--- src/rtl/set_pkg.sv ---
`default_nettype none
// ----------------------------------------------------------------------------
// set_pkg : command layout, mode codes and FSM encoding for the SET issuer
// Rev 1.0
// ----------------------------------------------------------------------------
package set_pkg;

  localparam logic [1:0] MODE_A   = 2'b00;
  localparam logic [1:0] MODE_AND = 2'b01;
  localparam logic [1:0] MODE_XOR = 2'b10;
  localparam logic [1:0] MODE_BAD = 2'b11;

  localparam int CENTRAL_W = 24;
  localparam int RADIUS_W  = 12;
  localparam int MODE_W    = 2;
  localparam int CAND_W    = 8;
  localparam int TOCNT_W   = 8;
  localparam int CMD_W     = MODE_W + RADIUS_W + CENTRAL_W;

  typedef struct packed {
    logic [MODE_W-1:0]    mode;
    logic [RADIUS_W-1:0]  radius;
    logic [CENTRAL_W-1:0] central;
  } cmd_t;

  typedef enum logic [2:0] {
    ST_IDLE  = 3'd0,
    ST_ISSUE = 3'd1,
    ST_WAIT  = 3'd2,
    ST_DRAIN = 3'd3,
    ST_RESP  = 3'd4
  } state_e;

  function automatic logic is_bad_mode(input logic [MODE_W-1:0] m);
    return m == MODE_BAD;
  endfunction

endpackage
`default_nettype wire

--- src/rtl/set_cmd_fifo.sv ---
`default_nettype none
// ----------------------------------------------------------------------------
// set_cmd_fifo : synchronous FIFO with wrap-bit pointers and full/empty flags
// Rev 1.0
// ----------------------------------------------------------------------------
module set_cmd_fifo #(
  parameter int WIDTH = 42,
  parameter int DEPTH = 4
) (
  input  logic             clk,
  input  logic             rst_n,
  input  logic             wr_en_i,
  input  logic [WIDTH-1:0] wr_data_i,
  input  logic             rd_en_i,
  output logic [WIDTH-1:0] rd_data_o,
  output logic             full_o,
  output logic             empty_o
);

  localparam int AW = $clog2(DEPTH);

  logic [WIDTH-1:0] mem_q [DEPTH];
  logic [AW:0]      wr_ptr_q;
  logic [AW:0]      rd_ptr_q;
  logic             w_full;
  logic             w_empty;
  logic             w_do_wr;
  logic             w_do_rd;

  assign w_empty = (wr_ptr_q == rd_ptr_q);
  assign w_full  = (wr_ptr_q[AW] != rd_ptr_q[AW]) &&
                   (wr_ptr_q[AW-1:0] == rd_ptr_q[AW-1:0]);

  // A write into a full queue is allowed when the same cycle frees a slot.
  assign w_do_rd = rd_en_i && !w_empty;
  assign w_do_wr = wr_en_i && (!w_full || w_do_rd);

  always_ff @(posedge clk or negedge rst_n) begin
    if (!rst_n) begin
      wr_ptr_q <= '0;
      rd_ptr_q <= '0;
    end else begin
      if (w_do_wr) wr_ptr_q <= wr_ptr_q + 1'b1;
      if (w_do_rd) rd_ptr_q <= rd_ptr_q + 1'b1;
    end
  end

  always_ff @(posedge clk) begin
    if (w_do_wr) mem_q[wr_ptr_q[AW-1:0]] <= wr_data_i;
  end

  assign rd_data_o = mem_q[rd_ptr_q[AW-1:0]];
  assign full_o    = w_full;
  assign empty_o   = w_empty;

endmodule
`default_nettype wire

--- src/rtl/set_cmd_issuer.sv ---
`default_nettype none
// ----------------------------------------------------------------------------
// set_cmd_issuer : queues SET jobs, sequences one job at a time, returns tagged results
// Rev 1.0
// ----------------------------------------------------------------------------
module set_cmd_issuer
  import set_pkg::*;
#(
  parameter int FIFO_DEPTH = 4,
  parameter int TIMEOUT    = 127,
  parameter int TAG_W      = 4
) (
  input  logic                 clk,
  input  logic                 rst_n,
  input  logic                 cmd_valid,
  output logic                 cmd_ready,
  input  logic [CENTRAL_W-1:0] cmd_central,
  input  logic [RADIUS_W-1:0]  cmd_radius,
  input  logic [MODE_W-1:0]    cmd_mode,
  output logic                 set_en,
  output logic [CENTRAL_W-1:0] set_central,
  output logic [RADIUS_W-1:0]  set_radius,
  output logic [MODE_W-1:0]    set_mode,
  input  logic                 set_busy,
  input  logic                 set_valid,
  input  logic [CAND_W-1:0]    set_candidate,
  output logic                 res_valid,
  input  logic                 res_ready,
  output logic [CAND_W-1:0]    res_candidate,
  output logic [TAG_W-1:0]     res_tag,
  output logic                 res_err,
  output logic [TOCNT_W-1:0]   timeout_cnt
);

  localparam int TMR_W = $clog2(TIMEOUT + 1);
  localparam int FW    = CMD_W + TAG_W;

  logic [FW-1:0]      w_push_data;
  logic [FW-1:0]      w_head;
  cmd_t               w_head_cmd;
  logic [TAG_W-1:0]   w_head_tag;
  logic               w_full;
  logic               w_empty;
  logic               w_push;
  logic               w_pop;

  logic [TAG_W-1:0]   tag_q;
  logic [TAG_W-1:0]   tag_d;
  state_e             state_q;
  logic [TMR_W-1:0]   timer_q;
  logic               set_en_q;
  cmd_t               set_cmd_q;
  logic [CAND_W-1:0]  job_cand_q;
  logic               job_err_q;
  logic [TAG_W-1:0]   job_tag_q;
  logic               res_valid_q;
  logic [CAND_W-1:0]  res_cand_q;
  logic [TAG_W-1:0]   res_tag_q;
  logic               res_err_q;
  logic [TOCNT_W-1:0] tocnt_q;
  logic [TOCNT_W-1:0] tocnt_d;

  assign cmd_ready   = !w_full;
  assign w_push      = cmd_valid && !w_full;
  assign w_push_data = {tag_q, cmd_mode, cmd_radius, cmd_central};
  assign w_head_tag  = w_head[FW-1:CMD_W];
  assign w_head_cmd  = cmd_t'(w_head[CMD_W-1:0]);

  // Single-entry result buffer: nothing is dequeued until the last result left.
  assign w_pop = (state_q == ST_IDLE) && !w_empty && !res_valid_q && !set_busy;

  set_cmd_fifo #(
    .WIDTH (FW),
    .DEPTH (FIFO_DEPTH)
  ) u_fifo (
    .clk       (clk),
    .rst_n     (rst_n),
    .wr_en_i   (w_push),
    .wr_data_i (w_push_data),
    .rd_en_i   (w_pop),
    .rd_data_o (w_head),
    .full_o    (w_full),
    .empty_o   (w_empty)
  );

  assign tag_d   = w_push ? tag_q + 1'b1 : tag_q;
  assign tocnt_d = (tocnt_q == {TOCNT_W{1'b1}}) ? tocnt_q : tocnt_q + 1'b1;

  always_ff @(posedge clk or negedge rst_n) begin
    if (!rst_n) begin
      tag_q <= '0;
    end else begin
      tag_q <= tag_d;
    end
  end

  always_ff @(posedge clk or negedge rst_n) begin
    if (!rst_n) begin
      state_q     <= ST_IDLE;
      timer_q     <= '0;
      set_en_q    <= 1'b0;
      set_cmd_q   <= '0;
      job_cand_q  <= '0;
      job_err_q   <= 1'b0;
      job_tag_q   <= '0;
      res_valid_q <= 1'b0;
      res_cand_q  <= '0;
      res_tag_q   <= '0;
      res_err_q   <= 1'b0;
      tocnt_q     <= '0;
    end else begin
      if (res_valid_q && res_ready) res_valid_q <= 1'b0;

      unique case (state_q)
        ST_IDLE: begin
          if (w_pop) begin
            job_tag_q <= w_head_tag;
            if (is_bad_mode(w_head_cmd.mode)) begin
              job_err_q  <= 1'b1;
              job_cand_q <= '0;
              state_q    <= ST_RESP;
            end else begin
              set_cmd_q <= w_head_cmd;
              set_en_q  <= 1'b1;
              state_q   <= ST_ISSUE;
            end
          end
        end
        ST_ISSUE: begin
          set_en_q <= 1'b0;
          timer_q  <= '0;
          state_q  <= ST_WAIT;
        end
        ST_WAIT: begin
          if (set_valid) begin
            job_cand_q <= set_candidate;
            job_err_q  <= 1'b0;
            state_q    <= ST_DRAIN;
          end else if (timer_q == TMR_W'(TIMEOUT)) begin
            job_cand_q <= '0;
            job_err_q  <= 1'b1;
            tocnt_q    <= tocnt_d;
            state_q    <= ST_DRAIN;
          end else begin
            timer_q <= timer_q + 1'b1;
          end
        end
        ST_DRAIN: begin
          // SET must be idle again before the next job may start.
          if (!set_busy) state_q <= ST_RESP;
        end
        ST_RESP: begin
          res_valid_q <= 1'b1;
          res_cand_q  <= job_cand_q;
          res_tag_q   <= job_tag_q;
          res_err_q   <= job_err_q;
          state_q     <= ST_IDLE;
        end
        default: state_q <= ST_IDLE;
      endcase
    end
  end

  assign set_en        = set_en_q;
  assign set_central   = set_cmd_q.central;
  assign set_radius    = set_cmd_q.radius;
  assign set_mode      = set_cmd_q.mode;
  assign res_valid     = res_valid_q;
  assign res_candidate = res_cand_q;
  assign res_tag       = res_tag_q;
  assign res_err       = res_err_q;
  assign timeout_cnt   = tocnt_q;

endmodule
`default_nettype wire

--- config.mk ---
export PLATFORM = sky130hd
export DESIGN_NAME = set_cmd_issuer
export DESIGN_NICKNAME = d
export VERILOG_FILES = /design/src/rtl/set_pkg.sv /design/src/rtl/set_cmd_fifo.sv /design/src/rtl/set_cmd_issuer.sv
export SDC_FILE = /design/constraint.sdc
export NUM_CORES = 1
export LEC_CHECK = 0
export ABC_CLOCK_PERIOD_IN_PS = 3300
export CELL_PAD_IN_SITES_DETAIL_PLACEMENT = 1
export CELL_PAD_IN_SITES_GLOBAL_PLACEMENT = 1
export CORE_ASPECT_RATIO = 1.1
export CORE_MARGIN = 2
export CORE_UTILIZATION = 48
export CTS_CLUSTER_DIAMETER = 30
export DETAILED_ROUTE_END_ITERATION = 10
export GPL_ROUTABILITY_DRIVEN = 0
export PLACE_DENSITY = 0.88
export SYNTH_ARGS = -nofsm -noshare
export SYNTH_HDL_FRONTEND = slang
export SYNTH_SLANG_ARGS = --single-unit
--- constraint.sdc ---
create_clock -name clk -period 3.3 [get_ports clk]
set_clock_uncertainty 0.1 [all_clocks]
set_input_delay 0.66 -clock clk [delete_from_list [all_inputs] [get_ports clk]]
set_output_delay 0.66 -clock clk [all_outputs]
set_load 0.02 [all_outputs]
# After elaboration in Yosys (flattened, before gate mapping)

Memories as Yosys holds them, arrays and structs flattened.
Cells that the tools add are included.

Add/subtract/negate cells: 5
Eq/ne operators: 17
Mux-type cells: 26
Bitwise operators: 3
Reductions and logical operators: 25

Operators with widths:

| kind                                                 | count |
|---|---|
| 2-to-1 mux 8 bit                                     | 4 |
| case mux 8 bit (2 select lines)                      | 1 |
| 2-to-1 mux 3 bit                                     | 5 |
| 2-to-1 mux 7 bit                                     | 2 |
| case mux 7 bit (2 select lines)                      | 1 |
| case mux 3 bit (4 select lines)                      | 1 |
| AND reduction 3 bit                                  | 4 |
| 2-to-1 mux 1 bit                                     | 10 |
| adder 8 x 1 -> 8 bit (second input constant)         | 1 |
| equality test 8 bit (second input constant)          | 1 |
| logical AND 1 bit                                    | 8 |
| != test 2 bit (second input constant)                | 4 |
| AND reduction 4 bit                                  | 2 |
| nonzero test 2 bit                                   | 4 |
| adder 7 x 1 -> 7 bit (second input constant)         | 1 |
| equality test 7 bit (second input constant)          | 1 |
| adder 3 x 1 -> 3 bit (second input constant)         | 2 |
| equality test 3 x 2 -> 1 bit (second input constant) | 2 |
| adder 4 x 1 -> 4 bit (second input constant)         | 1 |
| zero test 1 bit                                      | 4 |
| != test 2 x 1 -> 1 bit (second input constant)       | 2 |
| case mux 1 bit (2 select lines)                      | 2 |
| equality test 3 x 1 -> 1 bit (second input constant) | 1 |
| equality test 3 bit                                  | 1 |
| other kinds (9)                                      | 11 |

Bits in registers: 94
RAM bits: 168
Input port bits: 52
Output and inout bits: 62
Memories kept: 1

Memory list:

| memory       | depth | width | read ports | clocked after memory_dff | wr ports | line               | text |
|---|---|---|---|---|---|---|---|
| u_fifo.mem_q | 4     | 42    | 1          | 0                        | 1        | set_cmd_fifo.sv:22 | `logic [WIDTH-1:0] mem_q [DEPTH];` |

# Depth between registers and ports, before layout

Gate-level depths: netlist (run 1).

Word-level depth: 10
Mapped depth: 6
Mapped depth without buffers: 5

# Cells and area by module

Synthesis (run 1) repeated with hierarchy kept, for this count alone.

Cell total of the unflattened synthesis: 532
Area total of the unflattened synthesis: 10,100.9 um^2

By module, submodules not included:

| module         | instances | cells an instance | area an instance (um^2) |
|---|---|---|---|
| set_cmd_fifo   | 1         | 266               | 6,503.7 |
| set_cmd_issuer | 1         | 266               | 3,597.2 |

# Worst setup path after synthesis (run 1)

OpenSTA, ideal clock, no wires.

Kind: reg2reg
From: reg u_fifo.rd_ptr_q[0]
To: mem u_fifo.mem_q[0][0], enable pin
Arrival: 2.267 ns
Data required time: 2.797 ns
Slack: 0.530 ns
Cell stages (with the launch flop): 6
Path buffers: 2
Period minus slack after synthesis: 2.770 ns
Cell sequence: dfrtp_1 > buf_4 > xnor2_1 > a31oi_1 > clkbuf_1 > and2_1

Word-level cells in the longest chain between the ends: 10
Elaborated cells on any way between the ends: 14
Those cells by class: eq/ne: 2; mux: 2; reduce/logical: 10

Ends and longest elaborated chain:

| item                                     | line                                     | text |
|---|---|---|
| from (decl)                              | set_cmd_fifo.sv:24                       | `logic [AW:0] rd_ptr_q;` |
| from (signal assigned)                   | set_cmd_fifo.sv:44                       | `if (w_do_rd) rd_ptr_q <= rd_ptr_q + 1'b1;` |
| equality test 3 bit                      | set_cmd_fifo.sv:30                       | `assign w_empty = (wr_ptr_q == rd_ptr_q);` |
| zero test 1 bit                          | set_cmd_fifo.sv:35, set_cmd_issuer.sv:70 |  |
| logical AND 1 bit (3 in a row)           | set_cmd_issuer.sv:70                     | `assign w_pop = (state_q == ST_IDLE) && !w_empty && !res_valid_q && !set_busy;` |
| logical AND 1 bit                        | set_cmd_fifo.sv:35                       | `assign w_do_rd = rd_en_i && !w_empty;` |
| logical OR 1 bit                         | set_cmd_fifo.sv:36                       | `assign w_do_wr = wr_en_i && (!w_full \|\| w_do_rd);` |
| logical AND 1 bit *                      | set_cmd_fifo.sv:36                       |  |
| 2-to-1 mux 1 bit *                       | set_cmd_fifo.sv:49                       | `if (w_do_wr) mem_q[wr_ptr_q[AW-1:0]] <= wr_data_i;` |
| 2-to-1 mux 1 bit (not written as such) * | set_cmd_fifo.sv:49                       |  |
| to (decl)                                | set_cmd_fifo.sv:22                       |  |

Every way passes the cells marked *; elsewhere a longest branch is shown, timed or not.

# Worst setup path after layout (run 1)

From: reg u_fifo.rd_ptr_q[1]
To: out cmd_ready

Word-level cells in the longest chain between the ends: 3

Ends and longest elaborated chain:

| item                | line                 | text |
|---|---|---|
| equality test 2 bit | set_cmd_fifo.sv:32   | `(wr_ptr_q[AW-1:0] == rd_ptr_q[AW-1:0]);` |
| logical AND 1 bit   | set_cmd_fifo.sv:31   | `assign w_full = (wr_ptr_q[AW] != rd_ptr_q[AW]) &&` |
| zero test 1 bit     | set_cmd_issuer.sv:63 | `assign cmd_ready = !w_full;` |
| to (decl)           | set_cmd_issuer.sv:16 | `output logic cmd_ready,` |

No other way between the ends.

==> results of run 1 <==
area by class of cell:
| class | instances | area (µm²) |
|---|---|---|
| tap | 285 | 356.6 |
| clock inverter | 27 | 302.8 |
| inverter | 17 | 63.81 |
| fill | 1733 | 7296 |
| timing repair buffer | 128 | 1254 |
| sequential | 262 | 7402 |
| clock buffer | 65 | 1399 |
| multi-input combinational | 233 | 2640 |
report_power, final:
group          total (mW)  internal (mW)  leakage [nW]  switching (mW)
logic                4.00           2.03          1.59            1.97
clock network        5.05           3.37         0.808            1.67
registers            5.29           4.59          2.70           0.703
total                14.3           9.99          5.10            4.35
stage by stage:
| stage | utilization | setup WS [ns] | hold slack (ns) |
|---|---|---|---|
| after floorplan | - | 0.5297 | 0.2644 |
| after global placement | 0.5656 | 0.7182 | 0.3766 |
| after detailed placement | 0.5656 | 0.6287 | 0.3892 |
| after CTS | 0.6478 | 0.09074 | 0.1622 |
| after global routing | 0.6478 | 0.03846 | 0.1852 |
| final | 0.6478 | 0.09077 | 0.1244 |
cell families after synthesis:
kind of cell / share of synthesized area
muxes: 0.1672
buffers and inverters: 0.01800
AOI/OAI and AO/OA: 0.02878
adders and majority gates: 0.009798
DFF: 0.7241
xor gates and xnor gates: 0.01715
and+or+nand+nor: 0.03503
metal layers:
metal	vias up	part of all wire
met5	-	0
met4	0	0.024
met3	43	0.044
met2	161	0.54
met1	2950	0.39
li1	2405	-
state kept, by name (all words and copies together) (netlist names), 3 cells and up:
register and cells:
u_fifo.mem_q 168, set_central 24, set_radius 12, job_cand_q 8
res_candidate 8, timeout_cnt 8, timer_q 7, job_tag_q 4
res_tag 4, tag_q 4, state_q 3, u_fifo.rd_ptr_q 3
u_fifo.wr_ptr_q 3
cell usage after synthesis (all sizes together) (9+ instances only):
master  number  area (µm²)
inv         17       63.81
clkbuf      13       48.80
dfrtp       94        2352
mux4        42       945.9
nor2         9       33.78
xor2        12       105.1
buf         11       71.31
edfxtp     168        5045
o21ai       11       55.05
nand2       17       63.81
mux2        58       762.0
cells in the final DEF, fill, tap and decap left out, types with 4 or more instances in the layout:
cell             instances
nor3_1                   8
and2_2                   4
nand4_1                  5
nand3_1                  6
clkbuf_16               51
clkinv_1                 6
mux2_2                  29
mux4_2                  42
xnor2_1                  8
mux2_4                  29
nand2_1                 17
and2_1                   4
clkinv_4                 4
edfxtp_1               168
o311ai_0                 8
inv_1                   17
o21ai_0                 10
clkbuf_1                 7
bufinv_16                5
ha_1                     8
nor2_1                   9
clkdlybuf4s50_1        112
buf_4                   15
clkinvlp_4               7
clkbuf_8                 7
dfrtp_1                 92
xor2_1                  12
path summary, 6_finish.rpt:
check,slack [ns],to,depth (start not counted)
hold / removal,0.12,timeout_cnt[7]$_DFFE_PN0P_,1
min in group clk,0.40,res_tag[1]$_DFFE_PN0P_,1
hold reg to reg,0.40,res_tag[1]$_DFFE_PN0P_,1
max in group asynchronous,2.08,tag_q[3]$_DFFE_PN0P_,2
setup / recovery,0.09,cmd_ready,3
setup reg to reg,0.71,u_fifo.mem_q[3][39]$_DFFE_PP_,5
==> impl_metrics.json, run 1 <==
{
  "total_power_mw": 14.34,
  "hold_viol_final": 0,
  "start_kind": "register",
  "cts_buffer_depth": 3,
  "final-setup-viol-count": 0,
  "area_growth_syn_to_layout_pct": 31.34,
  "power.leakage_nw": 5.096,
  "antenna_found_initial": 0,
  "syn-instance-count": 536,
  "grt-busiest-layer": "met2",
  "r2r_start": "u_fifo.rd_ptr_q[1]$_DFFE_PN0P_",
  "cts_hold_buf": 0,
  "place_area_um2": 11720,
  "crit_chain": "xnor2_1, nand3_1, clkdlybuf4s50_1",
  "crit_start": "u_fifo.rd_ptr_q[1]$_DFFE_PN0P_",
  "yosys_warnings": 0,
  "cts-root-buf": "clkbuf_16",
  "nNetsFinal": 751,
  "grt_pass1_vias": 6517,
  "crit_path_end_kind": "output port",
  "diodes": 0,
  "ys_seq_elements": 262,
  "h-tree-depth": 2,
  "worst_slew_pin_slew_ns": 0.8721,
  "grt_usage": 0.2261,
  "ios": 114,
  "drv_cap": 0,
  "status": "finished clean",
  "fin_crit_sh": 0.9725,
  "clk_pin_slew_ns": 0.05,
  "syn_area_um2": 10220,
  "p_per_area_nw_per_um2": 1069,
  "grt_util_met1": 0.2601,
  "totalNegativeSetupSlack_ns": 0,
  "io_buffers": 113,
  "antenna_left": 0,
  "drt-pass1-iter-count": 4,
  "min_path_type": "in2async",
  "postSynthNetCount": 596,
  "peakVddDrop_uv": 567.9,
  "cts-resized-gates": 0,
  "cts_tree": "done",
  "die_h_um": 157.0,
  "insertion_delay_ns": 0.54,
  "final_layout_size_suffix_gt1_frac": 0.2814,
  "rsz0062_at_grt": "false",
  "cts_buffers": 49,
  "met2_usage": 0.4142,
  "path_delay_family": "buffers and inverters",
  "start_util": 0.4932,
  "fin_crit_ns": 3.209,
  "slew_viol_final": 0,
  "globalRouteMet3Util": 0.04898,
  "cts_setup_buffers": 0,
  "synthFlopType": "edfxtp_1",
  "core_um2": 20710,
  "remaining_drc_errors": 0,
  "die_w_um": 143.1,
  "max_freq_ghz": 0.3116,
  "vias_per_cell": 5.466,
  "fin_cells": 1017,
  "wirelength_um": 24160,
  "hpwl_um": 13900,
  "fin_area_um2": 13420,
  "max_slew_margin": 0.4186,
  "row_count": 55,
  "avgSynthCellArea_um2": 19.06,
  "grt_max_degree": 65,
  "clkSinkCount": 262,
  "synth_edf_count": 168,
  "die_area_um2": 22470,
  "slowest_delay_ns": 0.59,
  "synthArstFlopShare": 0.3588,
  "cp_slowest_cell": "clkdlybuf4s50_1",
  "crit_buf_inv": 1,
  "wl_per_cell_um": 23.76,
  "vias": 5559,
  "cp.arrival_ns": 2.45,
  "placed_cells": 925,
  "worstPathMaxFanout": 17,
  "cp.required_ns": 2.54,
  "yosysUniqueCellTypes": 45,
  "grt_pass1_wl_um": 37920,
  "grt-ovfl-total": 0,
  "yosysSeqAreaShare": 0.7241,
  "drt_iter0_markers": 211,
  "critPathKind": "reg2out"
}
Power figures use the tool's default switching activity.
==> inputs of run 2 (changes only) <==
--- a/config.mk
+++ b/config.mk
@@ -15,6 +15,7 @@
 export DETAILED_ROUTE_END_ITERATION = 10
 export GPL_ROUTABILITY_DRIVEN = 0
 export PLACE_DENSITY = 0.88
+export SKIP_LAST_GASP = 1
 export SYNTH_ARGS = -nofsm -noshare
 export SYNTH_HDL_FRONTEND = slang
 export SYNTH_SLANG_ARGS = --single-unit
==> results of run 2 <==
The final DEF is identical to that of run 1; final timing and power are the same.
==> inputs of run 3 (changes only) <==
--- a/config.mk
+++ b/config.mk
@@ -5,16 +5,17 @@
 export SDC_FILE = /design/constraint.sdc
 export NUM_CORES = 1
 export LEC_CHECK = 0
-export ABC_CLOCK_PERIOD_IN_PS = 3300
+export ABC_CLOCK_PERIOD_IN_PS = 3510
 export CELL_PAD_IN_SITES_DETAIL_PLACEMENT = 1
 export CELL_PAD_IN_SITES_GLOBAL_PLACEMENT = 1
 export CORE_ASPECT_RATIO = 1.1
 export CORE_MARGIN = 2
-export CORE_UTILIZATION = 48
+export CORE_UTILIZATION = 50
+export CTS_BUF_LIST = sky130_fd_sc_hd__clkbuf_8
 export CTS_CLUSTER_DIAMETER = 30
 export DETAILED_ROUTE_END_ITERATION = 10
 export GPL_ROUTABILITY_DRIVEN = 0
-export PLACE_DENSITY = 0.88
+export PLACE_DENSITY = 0.91
 export SKIP_LAST_GASP = 1
 export SYNTH_ARGS = -nofsm -noshare
 export SYNTH_HDL_FRONTEND = slang
==> constraint.sdc (replaced) <==
create_clock -name clk -period 3.51 [get_ports clk]
set_clock_uncertainty 0.1 [all_clocks]
set_input_delay 0.702 -clock clk [delete_from_list [all_inputs] [get_ports clk]]
set_output_delay 0.702 -clock clk [all_outputs]
set_load 0.02 [all_outputs]
==> run 3 against run 2 <==
  * Sequential cell count unchanged
  * Die area down 3.9%
  * Wire length down 8.1%
  * Combinational power down 7.7%
  * Register-to-register slack better by 0.12 ns
  * Non-clock buffer count down 3
  * Clock power down 45%
  * Hold slack better by 0.13 ns
  * Design area down 5.9%
  * Sequential power down 6.4%
  * Final cell count down 3.7%
  * Global-route usage down 1.2 points
==> impl_metrics.json, run 3 (synthesized netlist as in run 1, its figures left out) <==
{
  "crit_path_end_kind": "output port",
  "grt_pass1_wl_um": 35510,
  "grt_usage": 0.2143,
  "largest_reg_flops": 168,
  "setup_slack_ns": 0.4016,
  "seq_power_share": 0.434,
  "final_cell_mix": "edfxtp_1 (168), clkdlybuf4s50_1 (112), dfrtp_1 (92), clkbuf_8 (52), mux4_2 (42)",
  "crit_chain": "xnor2_1, nand3_1, clkdlybuf4s50_1",
  "power.leakage_nw": 4.815,
  "grt_pass1_vias": 6422,
  "fin_util": 0.6335,
  "hpwl_um": 13740,
  "wl_per_cell_um": 22.69,
  "drv_cap": 0,
  "cp.depth": 3,
  "grt-ovfl-total": 0,
  "crit_buf_inv": 1,
  "cts_buffer_depth": 3,
  "wl_met3_um": 1090,
  "peakVddDrop_uv": 481.5,
  "fin_crit_sh": 0.8856,
  "cts_hold_buf": 0,
  "fin_crit_ns": 3.108,
  "r2r-end": "set_central[19]$_DFFE_PN0P_",
  "vias": 5495,
  "antenna_left": 0,
  "rrSetupSlack_ns": 0.83,
  "start_util": 0.5126,
  "dr_wl_met2_um": 11880,
  "placed_cells": 889,
  "wl_met1_um": 8769,
  "hold-worst-slack_ns": 0.2495,
  "final_layout_size_suffix_gt1_frac": 0.2669,
  "nNetsFinal": 747,
  "cp_slowest_cell": "dfrtp_4",
  "wirelength_um": 22220,
  "hold_viol_final": 0,
  "drt_iter0_markers": 201,
  "critPathKind": "reg2out",
  "cts_buffers": 48,
  "start_kind": "register",
  "switchingPower_mw": 3.709,
  "max_slew_margin": 0.2823,
  "totalNegativeSetupSlack_ns": 0,
  "fin_cells": 979,
  "die_w_um": 140.3,
  "rsz0062_at_grt": "false",
  "diodes": 0,
  "row_count": 54,
  "core_um2": 19930,
  "die_h_um": 153.9,
  "worst_slew_pin_slew_ns": 1.077,
  "clk_pin_slew_ns": 0.06,
  "max_freq_ghz": 0.3217,
  "top_layer_used": "met4",
  "die_area_um2": 21590,
  "antenna_found_initial": 0,
  "h-tree-depth": 2,
  "path_delay_family": "flip-flops",
  "layout_commonest_cell": "edfxtp_1",
  "clockPowerShare": 0.242,
  "cts-root-buf": "clkbuf_8",
  "p_sw_frac": 0.3254,
  "cp.arrival_ns": 2.31,
  "p_int_mw": 7.689,
  "final-setup-viol-count": 0,
  "worstPathMaxFanout": 16,
  "r2r_start": "u_fifo.rd_ptr_q[1]$_DFFE_PN0P_",
  "insertion_delay_ns": 0.56,
  "r2r_cells": 6,
  "slew_viol_final": 0,
  "min_path_type": "in2async",
  "cp.required_ns": 2.71,
  "ios": 114,
  "cts-resized-gates": 0,
  "cts_tree": "done",
  "vias_per_cell": 5.613,
  "p_per_area_nw_per_um2": 902.6,
  "io_buffers": 113,
  "drt-pass1-iter-count": 4,
  "nFillCells": 1727,
  "slowest_delay_ns": 0.62,
  "pre_cts_slack_ns": 0.6785,
  "status": "finished clean",
  "area_growth_syn_to_layout_pct": 23.60,
  "clkSinkCount": 262,
  "grt_max_degree": 80,
  "remaining_drc_errors": 0,
  "pwr-share-comb": 0.324,
  "cts_setup_buffers": 0
}
-- run 3: cell count changes in the layout (fill, tap and decap cells not counted), sizes merged --
cell      before  now
clkinvlp       7    4
clkinv        11   17
inv           21   33
bufinv         5    1
clkbuf        65   52
buf           16   13
-- run 3: worst max-delay path by stage --
stage | startpoint | endpoint
final | u_fifo.rd_ptr_q[0]$_DFFE_PN0P_ | cmd_ready
after global routing | u_fifo.rd_ptr_q[0]$_DFFE_PN0P_ | cmd_ready
after CTS | u_fifo.rd_ptr_q[0]$_DFFE_PN0P_ | cmd_ready
after detailed placement | set_busy | set_radius[11]$_DFFE_PN0P_
after global placement | cmd_valid | u_fifo.mem_q[2][35]$_DFFE_PP_
after floorplan | u_fifo.rd_ptr_q[0]$_DFFE_PN0P_ | u_fifo.mem_q[0][0]$_DFFE_PP_
-- run 3: power groups by stage --
stage	sequential (mW)	combinational [mW]	clock (mW)
2_1_floorplan	5.05	2.14	0
3_3_place_gp	4.90	3.54	0
3_5_place_dp	4.99	3.73	0
4_1_cts	4.96	3.76	2.83
5_1_grt	5.05	3.95	2.97
6_report	4.95	3.69	2.76
-- run 3: per-stage QoR --
stage                     total power, mW  cell area [µm²]
final                               11.40            12630
after global routing                11.97            12630
after CTS                           11.54            12630
after detailed placement            8.717            11680
after global placement              8.440            11680
after floorplan                     7.189            10220
-- run 3: final cells by class --
type,instances,area (µm²),share of cell area
flip-flops and latches,262,7402,0.5862
multi-input cells,233,2640,0.2091
repair buffers,125,1256,0.09948
clock buffers,52,715.7,0.05668
well taps,252,315.3,0.02497
clock inverters,38,234.0,0.01853
inverters,17,63.81,0.005054
-- run 3: worst register-to-register path: cells and delay by family, from the launching register on --
| kind | cells | cell delay, ns |
|---|---|---|
| simple gates | 2 | 0.26 |
| flops | 1 | 0.55 |
| buf+inv | 2 | 0.92 |
| mux | 2 | 0.73 |
-- run 3: per-layer routing --
layer | up-vias | global-route usage
met1 | 2889 | 0.2586
met4 | 0 | 0.07504
li1 | 2395 | -
met2 | 176 | 0.3824
met3 | 35 | 0.04609
met5 | - | 0
